$ cat config.mk
export PLATFORM = sky130hd
export DESIGN_NAME = array_allocator
export DESIGN_NICKNAME = d
export VERILOG_FILES = /design/src/rtl/array_allocator_pkg.sv /design/src/rtl/array_allocator_rr_arbiter.sv /design/src/rtl/array_allocator.sv
export SDC_FILE = /design/constraint.sdc
export NUM_CORES = 2
export LEC_CHECK = 0
export BUFFER_PORTS_ARGS = -buffer_cell sky130_fd_sc_hd__buf_2
export CORE_ASPECT_RATIO = 2
export CORE_MARGIN = 3
export CORE_UTILIZATION = 25
export CTS_BUF_LIST = sky130_fd_sc_hd__clkbuf_4
export DETAILED_ROUTE_END_ITERATION = 10
export SLEW_MARGIN = 20
export SYNTH_ARGS = -nofsm -noshare
export SYNTH_HDL_FRONTEND = slang
export SYNTH_SLANG_ARGS = --single-unit
$ cat constraint.sdc
create_clock -name clock -period 14.55 [get_ports clock]
set_input_delay 1.455 -clock clock [delete_from_list [all_inputs] [get_ports clock]]
set_output_delay 1.455 -clock clock [all_outputs]
set_load 0.05 [all_outputs]
$ cat src/rtl/array_allocator_pkg.sv
// Shared definitions for the heap array allocator: default widths, FSM state
// encoding, request op encoding and a small index-width helper.
package array_allocator_pkg;

  localparam int DEF_MEM_ELEM_WIDTH = 12;
  localparam int DEF_N_ARRAYS       = 200;
  localparam int DEF_N_REQ          = 4;

  typedef enum logic [1:0] {
    IDLE  = 2'd0,
    SERVE = 2'd1,
    RESP  = 2'd2
  } alloc_state_e;

  localparam logic OP_ALLOC = 1'b0;
  localparam logic OP_FREE  = 1'b1;

  // Bits needed to index n items, never less than one.
  function automatic int idx_width(input int n);
    return (n > 1) ? $clog2(n) : 1;
  endfunction

endpackage

$ cat src/rtl/array_allocator_rr_arbiter.sv
// Combinational round-robin arbiter: picks the first requester at or above
// the pointer, wrapping around. The pointer register lives in the parent.
module rr_arbiter
  import array_allocator_pkg::*;
#(
  parameter int NReq = DEF_N_REQ,
  localparam int PW  = idx_width(NReq)
) (
  input  logic [NReq-1:0] i_req,
  input  logic [PW-1:0]   i_ptr,
  output logic [NReq-1:0] o_grant,
  output logic [PW-1:0]   o_winner,
  output logic            o_any
);

  // One extra bit so ptr + offset never overflows before the wrap.
  logic [PW:0]   w_sum;
  logic [PW-1:0] w_pos;

  // Scan from the pointer upward and keep the first pending requester.
  always_comb begin
    // NOTE: every output gets a default first so no path leaves it unassigned (no latch).
    o_grant  = '0;
    o_winner = '0;
    o_any    = 1'b0;
    w_sum    = '0;
    w_pos    = '0;
    for (int off = 0; off < NReq; off++) begin
      w_sum = {1'b0, i_ptr} + (PW+1)'(off);
      if (w_sum >= (PW+1)'(NReq)) begin
        w_sum = w_sum - (PW+1)'(NReq);
      end
      w_pos = w_sum[PW-1:0];
      if (!o_any && i_req[w_pos]) begin
        o_any          = 1'b1;
        o_grant[w_pos] = 1'b1;
        o_winner       = w_pos;
      end
    end
  end

endmodule

$ cat src/rtl/array_allocator.sv
// Shared heap-array allocator. Grants one alloc/free request at a time
// (round-robin), hands out indices from a LIFO freed stack or a high-water
// counter, and zeroes the new array's size entry in the external arraySizes
// memory. Optional feature macro: ARRAY_ALLOCATOR_DOUBLE_FREE_CHECK_EN keeps
// a per-index live bitmap and rejects frees of indices that are not live.
module array_allocator
  import array_allocator_pkg::*;
#(
  parameter int MemoryElementWidth = DEF_MEM_ELEM_WIDTH,
  parameter int NArrays            = DEF_N_ARRAYS,
  parameter int NReq               = DEF_N_REQ
) (
  input  logic                               clock,
  input  logic                               reset,
  input  logic [NReq-1:0]                    req_valid,
  input  logic [NReq-1:0]                    req_free,
  input  logic [NReq*MemoryElementWidth-1:0] req_array,
  output logic [NReq-1:0]                    req_ready,
  output logic [NReq-1:0]                    rsp_valid,
  output logic [MemoryElementWidth-1:0]      rsp_array,
  output logic                               rsp_error,
  output logic                               size_we,
  output logic [MemoryElementWidth-1:0]      size_addr,
  output logic [MemoryElementWidth-1:0]      size_data,
  output logic [MemoryElementWidth-1:0]      allocs,
  output logic [MemoryElementWidth-1:0]      in_use
);

  localparam int MW = MemoryElementWidth;
  localparam int PW = idx_width(NReq);
  localparam int AW = idx_width(NArrays);
  localparam int SW = $clog2(NArrays + 1);
  localparam logic [MW-1:0] LP_N_ARRAYS = MW'(NArrays);

  alloc_state_e    r_state;
  alloc_state_e    w_next_state;

  // Arbitration and the latched transaction.
  logic [NReq-1:0] w_grant;
  logic [PW-1:0]   w_winner;
  logic            w_any;
  logic            w_accept;
  logic            w_req_op;
  logic [MW-1:0]   w_req_index;
  logic [PW-1:0]   r_rr;
  logic [NReq-1:0] r_grant;
  logic            r_op;
  logic [MW-1:0]   r_index;

  // Allocation bookkeeping. The stack holds at most NArrays entries because
  // stack depth plus in_use always equals allocs, which never exceeds NArrays.
  logic [MW-1:0]   r_allocs;
  logic [MW-1:0]   r_in_use;
  logic [SW-1:0]   r_sp;
  logic [MW-1:0]   r_stack [NArrays];
  logic [MW-1:0]   w_stack_top;

  // Decision taken in SERVE.
  logic            w_serve;
  logic            w_pop;
  logic            w_push;
  logic            w_bump;
  logic            w_ok;
  logic [MW-1:0]   w_result;
  logic            w_free_tracked;
  logic            w_size_we;

  // Response registers.
  logic [NReq-1:0] r_rsp_valid;
  logic [MW-1:0]   r_rsp_array;
  logic            r_rsp_error;

  rr_arbiter #(
    .NReq (NReq)
  ) u_rr_arbiter (
    .i_req    (req_valid),
    .i_ptr    (r_rr),
    .o_grant  (w_grant),
    .o_winner (w_winner),
    .o_any    (w_any)
  );

  assign w_accept    = (r_state == IDLE) && w_any;
  assign w_serve     = (r_state == SERVE);
  assign w_req_op    = req_free[w_winner];
  assign w_stack_top = r_stack[AW'(r_sp - 1'b1)];

  // Pick the winning requester's index slice.
  always_comb begin
    w_req_index = '0;
    for (int k = 0; k < NReq; k++) begin
      if (w_winner == PW'(k)) begin
        w_req_index = req_array[k*MW +: MW];
      end
    end
  end

  // FSM state register.
  always_ff @(posedge clock or negedge reset) begin
    // NOTE: clocked state uses non-blocking assignments so every register samples pre-edge values.
    if (!reset) begin
      r_state <= IDLE;
    end else begin
      r_state <= w_next_state;
    end
  end

  // FSM next-state: a granted request walks IDLE -> SERVE -> RESP -> IDLE.
  always_comb begin
    w_next_state = r_state;
    unique case (r_state)
      IDLE:    if (w_any) w_next_state = SERVE;
      SERVE:   w_next_state = RESP;
      RESP:    w_next_state = IDLE;
      default: w_next_state = IDLE;
    endcase
  end

  // FSM outputs: accept pulse in IDLE, size write strobe in SERVE.
  always_comb begin
    req_ready = (r_state == IDLE) ? w_grant : '0;
    w_size_we = w_serve && (r_op == OP_ALLOC) && w_ok;
    size_addr = w_size_we ? w_result : '0;
  end

  assign size_we   = w_size_we;
  assign size_data = '0;

`ifdef ARRAY_ALLOCATOR_DOUBLE_FREE_CHECK_EN
  logic [NArrays-1:0] r_live_map;

  // Live bitmap: set on a successful alloc, cleared on an accepted free.
  always_ff @(posedge clock or negedge reset) begin
    if (!reset) begin
      r_live_map <= '0;
    end else if (w_serve) begin
      if ((r_op == OP_ALLOC) && w_ok) begin
        r_live_map[AW'(w_result)] <= 1'b1;
      end else if (w_push) begin
        r_live_map[AW'(r_index)] <= 1'b0;
      end
    end
  end

  // Out-of-range reads are masked by the index range check in SERVE.
  assign w_free_tracked = r_live_map[AW'(r_index)] && (r_index < r_allocs);
`else
  assign w_free_tracked = 1'b1;
`endif

  // SERVE decision: alloc pops the stack, then falls back to the counter;
  // free pushes when the index is in range and something is in use.
  always_comb begin
    w_pop    = 1'b0;
    w_push   = 1'b0;
    w_bump   = 1'b0;
    w_ok     = 1'b0;
    w_result = r_index;
    if (r_op == OP_ALLOC) begin
      w_result = '0;
      if (r_sp != '0) begin
        w_pop    = 1'b1;
        w_ok     = 1'b1;
        w_result = w_stack_top;
      end else if (r_allocs < LP_N_ARRAYS) begin
        w_bump   = 1'b1;
        w_ok     = 1'b1;
        w_result = r_allocs;
      end
    end else if ((r_index < LP_N_ARRAYS) && (r_in_use != '0) && w_free_tracked) begin
      w_push = 1'b1;
      w_ok   = 1'b1;
    end
  end

  // Latch the granted request and advance the round-robin pointer.
  always_ff @(posedge clock or negedge reset) begin
    if (!reset) begin
      r_rr    <= '0;
      r_grant <= '0;
      r_op    <= OP_ALLOC;
      r_index <= '0;
    end else if (w_accept) begin
      r_grant <= w_grant;
      r_op    <= w_req_op;
      r_index <= w_req_index;
      r_rr    <= (w_winner == PW'(NReq - 1)) ? '0 : w_winner + 1'b1;
    end
  end

  // Counters and stack pointer move only at the end of SERVE.
  always_ff @(posedge clock or negedge reset) begin
    if (!reset) begin
      r_allocs <= '0;
      r_in_use <= '0;
      r_sp     <= '0;
    end else if (w_serve) begin
      if (w_bump) begin
        r_allocs <= r_allocs + 1'b1;
      end
      if (w_pop) begin
        r_sp <= r_sp - 1'b1;
      end else if (w_push) begin
        r_sp <= r_sp + 1'b1;
      end
      if (w_push) begin
        r_in_use <= r_in_use - 1'b1;
      end else if (w_ok) begin
        r_in_use <= r_in_use + 1'b1;
      end
    end
  end

  // Freed-index stack storage.
  always_ff @(posedge clock) begin
    // NOTE: storage arrays are not reset; r_sp alone defines which entries are valid.
    if (w_serve && w_push) begin
      r_stack[AW'(r_sp)] <= r_index;
    end
  end

  // Registered response, presented during RESP.
  always_ff @(posedge clock or negedge reset) begin
    if (!reset) begin
      r_rsp_valid <= '0;
      r_rsp_array <= '0;
      r_rsp_error <= 1'b0;
    end else begin
      r_rsp_valid <= w_serve ? r_grant : '0;
      if (w_serve) begin
        r_rsp_array <= w_result;
        r_rsp_error <= !w_ok;
      end
    end
  end

  assign rsp_valid = r_rsp_valid;
  assign rsp_array = r_rsp_array;
  assign rsp_error = r_rsp_error;
  assign allocs    = r_allocs;
  assign in_use    = r_in_use;

endmodule

==> flow_metrics.env <==
export IMPL_floorplan_die_area_sq_um=398000
export IMPL_post_drt_via_cell_ratio=4.73
export IMPL_skew_ns=0.126
export IMPL_unrepaired_setup_endpoints_after_global_routing="no"
export IMPL_number_of_warnings_reported_in_the_yosys_synthesis_log=0
export IMPL_cts_post_setup_buffers_inserted=0
export IMPL_rr_worst_depth=12
export IMPL_synth_edff_count=2400
export IMPL_ctsLongestPathBuffers=4
export IMPL_place_detailed_hpwl_mm=175
export IMPL_worst_slack_ns=4.71
export IMPL_post_synth_inst_count=4866
export IMPL_synth_top_area_share=0.739
export IMPL_remaining_drc_errors=0
export IMPL_root_buffer="sky130_fd_sc_hd__clkbuf_4"
export IMPL_total_cts_buffers=470
export IMPL_grt_antenna_before_repair=12
export IMPL_crit_type="flip-flop to output pin"
export IMPL_worst_setup_path_end_kind="output pin"
export IMPL_report_final_hold_viol_count=0
export IMPL_seq_area_frac_synth=0.757
export IMPL_fmax_mhz=102
export IMPL_arrival_ns=8.38
export IMPL_final_period_utilization=0.676
export IMPL_initial_core_util=0.252
export IMPL_worst_slew_pin_transition_ns=1.23
export IMPL_total_leakage_power_uw=0.0355
export IMPL_finalWeightedCongestion=0.855
export IMPL_slew_headroom=0.178
export IMPL_initialDrtViolationCount=5126
export IMPL_power_ir_vdd_worst_mv=0.263
export IMPL_clock_sink_count=2470
export IMPL_dr_total_vias=51128
export IMPL_core_sq_um=388000
export IMPL_synth_area_per_cell_sq_um=20.0
export IMPL_combined_area_of_the_multi_input_logic_cells_sq_um=22500
export IMPL_required_ns=13.10
export IMPL_power_per_cell_area_nw_per_um2=224
export IMPL_maximum_capacitance_violations=0
export IMPL_netlist_top_cells_count="2400 x sky130_fd_sc_hd__edfxtp_1, 630 x sky130_fd_sc_hd__mux4_2, 463 x sky130_fd_sc_hd__nand2_1"
export IMPL_drive_gt1_frac=0.324
export IMPL_grt_pass1_vias=54809
export IMPL_die_span_y_um=889
export IMPL_synth_top_area_cell="sky130_fd_sc_hd__edfxtp_1"
export IMPL_fin_nets=5482
export IMPL_gr_total_overflow=0
export IMPL_detailedPlace_worstSlack_ns=5.85
export IMPL_leading_cell_type_by_number_of_instances_after_synthesis="sky130_fd_sc_hd__edfxtp_1"
export IMPL_buffer_ports_inserted=115
export IMPL_setup_tns_final_ns=0
export IMPL_grt_first_pass_wirelength_mm=401
export IMPL_clk_pin_slew_worst_paths_ns=0.09
export IMPL_async_set_or_reset_register_ratio_after_synthesis=0.0283
export IMPL_grt_max_degree=111
export IMPL_num_io_pins=128
export IMPL_maxSlewViolCount=0
export IMPL_detail_route_first_pass_iterations=6
export IMPL_timing_final_crit_period_ns=9.84
export IMPL_clock_latency_on_the_worst_skew_pair_ns=1.31
export IMPL_globalRouteTotalUtil=0.139
export IMPL_synthTopCellsByArea="sky130_fd_sc_hd__edfxtp_1 74%, sky130_fd_sc_hd__mux4_2 15%, sky130_fd_sc_hd__dfrtp_1 1.8%, sky130_fd_sc_hd__nand2_1 1.8%, sky130_fd_sc_hd__nor2_1 1.1%"
export IMPL_detail_route_wirelength_mm=281
export IMPL_num_rows=323
export IMPL_worst_path_max_fanout=47
export IMPL_total_of_hold_buffers_inserted_after_clock_tree_synthesis=0
export IMPL_layout_area_seq_sq_um=73900
export IMPL_setup_viol=0
export IMPL_post_cts_resize_count=0
export IMPL_htree_num_levels=5
export IMPL_area_overhead_vs_synth_pct=14.2
export IMPL_final_antenna_net_count=0
export IMPL_yosys_cell_types_count=77
export IMPL_r2r_slack_ns=7.56
export IMPL_outcome="finished, final reports clean"
export IMPL_chip_width_um=448
export IMPL_timing_hold_worst_class="input pin to asynchronous set/reset pin"
export IMPL_synth_ff_latch_count=2470
export IMPL_cts_tree="done"
export IMPL_layout_filler_cells=37994
export IMPL_drt_wirelength_per_cell_um=26.0
export IMPL_timing_critical_path_from_type="flip-flop"
export IMPL_synthesis_area_sq_um=97600
export IMPL_yosys_most_used_dff="sky130_fd_sc_hd__edfxtp_1"
## final cells by class
class / instances / area share
diodes: 17 / 0.000382
clock buffers: 687 / 0.0463
clock inverters: 150 / 0.00882
inverters: 18 / 0.000606
multi-input cells: 2085 / 0.202
flip-flops and latches: 2470 / 0.663
well taps: 5037 / 0.0566
repair buffers: 355 / 0.0225
## worst paths after layout
check | from | to
hold / removal | reset | in_use[3]
setup reg to reg | r_sp[0] | rsp_array[1]
min in group clock | allocs[8] | allocs[8]
max in group asynchronous | reset | r_sp[0]
hold reg to reg | allocs[8] | allocs[8]
setup / recovery | r_sp[0] | size_addr[7]
## registers in the layout, indices dropped and copies added, names as in the netlist
signal / count
rsp_array: 12
r_op: 1
in_use: 12
allocs: 12
rsp_error: 1
r_state: 2
r_sp: 8
r_index: 12
r_stack: 2400
r_grant: 4
r_rr: 2
rsp_valid: 4
## through the flow
stage	area [sq um]	hold slack (ns)	std cells	utilization	total power, uW
after global placement	105000	0.395	9950	0.270	19800
after floorplan	97600	0.441	4877	-	15500
after CTS	111000	0.0956	10800	0.287	25100
final	111000	0.290	10819	0.288	24900
after global routing	111000	0.266	10814	0.288	25800
after detailed placement	105000	0.405	9963	0.271	20000
## per-layer routing
metal	wire [um]	up-vias	global-route usage
li1	-	21209	-
met2	151000	2264	0.257
met5	42	-	0
met3	16900	686	0.0227
met4	24000	6	0.107
met1	89100	26963	0.136
## critical path, cell delays in order, from the launching register on
cell,delay (ns)
sky130_fd_sc_hd__dfrtp_4,0.92
sky130_fd_sc_hd__buf_4,0.85
sky130_fd_sc_hd__buf_4,0.78
sky130_fd_sc_hd__buf_4,0.68
sky130_fd_sc_hd__buf_4,0.76
sky130_fd_sc_hd__mux4_2,0.60
sky130_fd_sc_hd__mux4_2,0.62
sky130_fd_sc_hd__nor2_1,0.14
sky130_fd_sc_hd__nor3_1,0.11
sky130_fd_sc_hd__or4_1,0.64
sky130_fd_sc_hd__a31oi_1,0.43
sky130_fd_sc_hd__nor2_1,0.11
sky130_fd_sc_hd__buf_2,0.23
## cells by family after synthesis
logic type	after synthesis	synth area share
flops	2470	0.757
simple gates	1009	0.0440
mux	711	0.154
buf+inv	322	0.0176
compound gates	296	0.0214
xor+xnor	33	0.00335
fa+ha+maj	24	0.00315
other cells	1	0.0000384
## placed cells by master, fill, tap and decap left out, types with 9 or more instances in the layout
master / netlist / routed
sky130_fd_sc_hd__a2111oi_0: 9 / 9
sky130_fd_sc_hd__a21oi_1: 57 / 57
sky130_fd_sc_hd__a22oi_1: 16 / 16
sky130_fd_sc_hd__a311oi_1: 31 / 26
sky130_fd_sc_hd__a31oi_1: 32 / 32
sky130_fd_sc_hd__a32o_1: 9 / 9
sky130_fd_sc_hd__a32oi_1: 14 / 14
sky130_fd_sc_hd__and3_1: 38 / 38
sky130_fd_sc_hd__buf_2: 69 / 116
sky130_fd_sc_hd__buf_4: 75 / 228
sky130_fd_sc_hd__bufinv_16: 0 / 14
sky130_fd_sc_hd__clkbuf_4: 0 / 687
sky130_fd_sc_hd__clkinv_1: 0 / 107
sky130_fd_sc_hd__clkinv_2: 0 / 20
sky130_fd_sc_hd__conb_1: 1 / 12
sky130_fd_sc_hd__dfrtp_1: 70 / 57
sky130_fd_sc_hd__dfrtp_4: 0 / 13
sky130_fd_sc_hd__diode_2: 0 / 17
sky130_fd_sc_hd__edfxtp_1: 2400 / 2400
sky130_fd_sc_hd__ha_1: 23 / 22
sky130_fd_sc_hd__inv_1: 18 / 18
sky130_fd_sc_hd__mux2i_1: 77 / 76
sky130_fd_sc_hd__mux4_2: 630 / 630
sky130_fd_sc_hd__nand2_1: 463 / 447
sky130_fd_sc_hd__nand2_2: 0 / 15
sky130_fd_sc_hd__nand3_1: 133 / 132
sky130_fd_sc_hd__nand4_1: 14 / 14
sky130_fd_sc_hd__nor2_1: 288 / 208
sky130_fd_sc_hd__nor2_2: 1 / 81
sky130_fd_sc_hd__nor3_1: 16 / 13
sky130_fd_sc_hd__nor4_1: 13 / 10
sky130_fd_sc_hd__o21ai_0: 40 / 39
sky130_fd_sc_hd__xnor2_1: 19 / 16
sky130_fd_sc_hd__xor2_1: 12 / 11
## report_power, final
part / switching, uW / total (uW) / leakage, uW / internal [uW]
registers: 373 / 9040 / 0.0228 / 8660
logic: 7280 / 10800 / 0.00912 / 3560
clock network: 2620 / 5030 / 0.00363 / 2410
total: 10300 / 24900 / 0.0355 / 14600
Power figures use the tool's default switching activity.
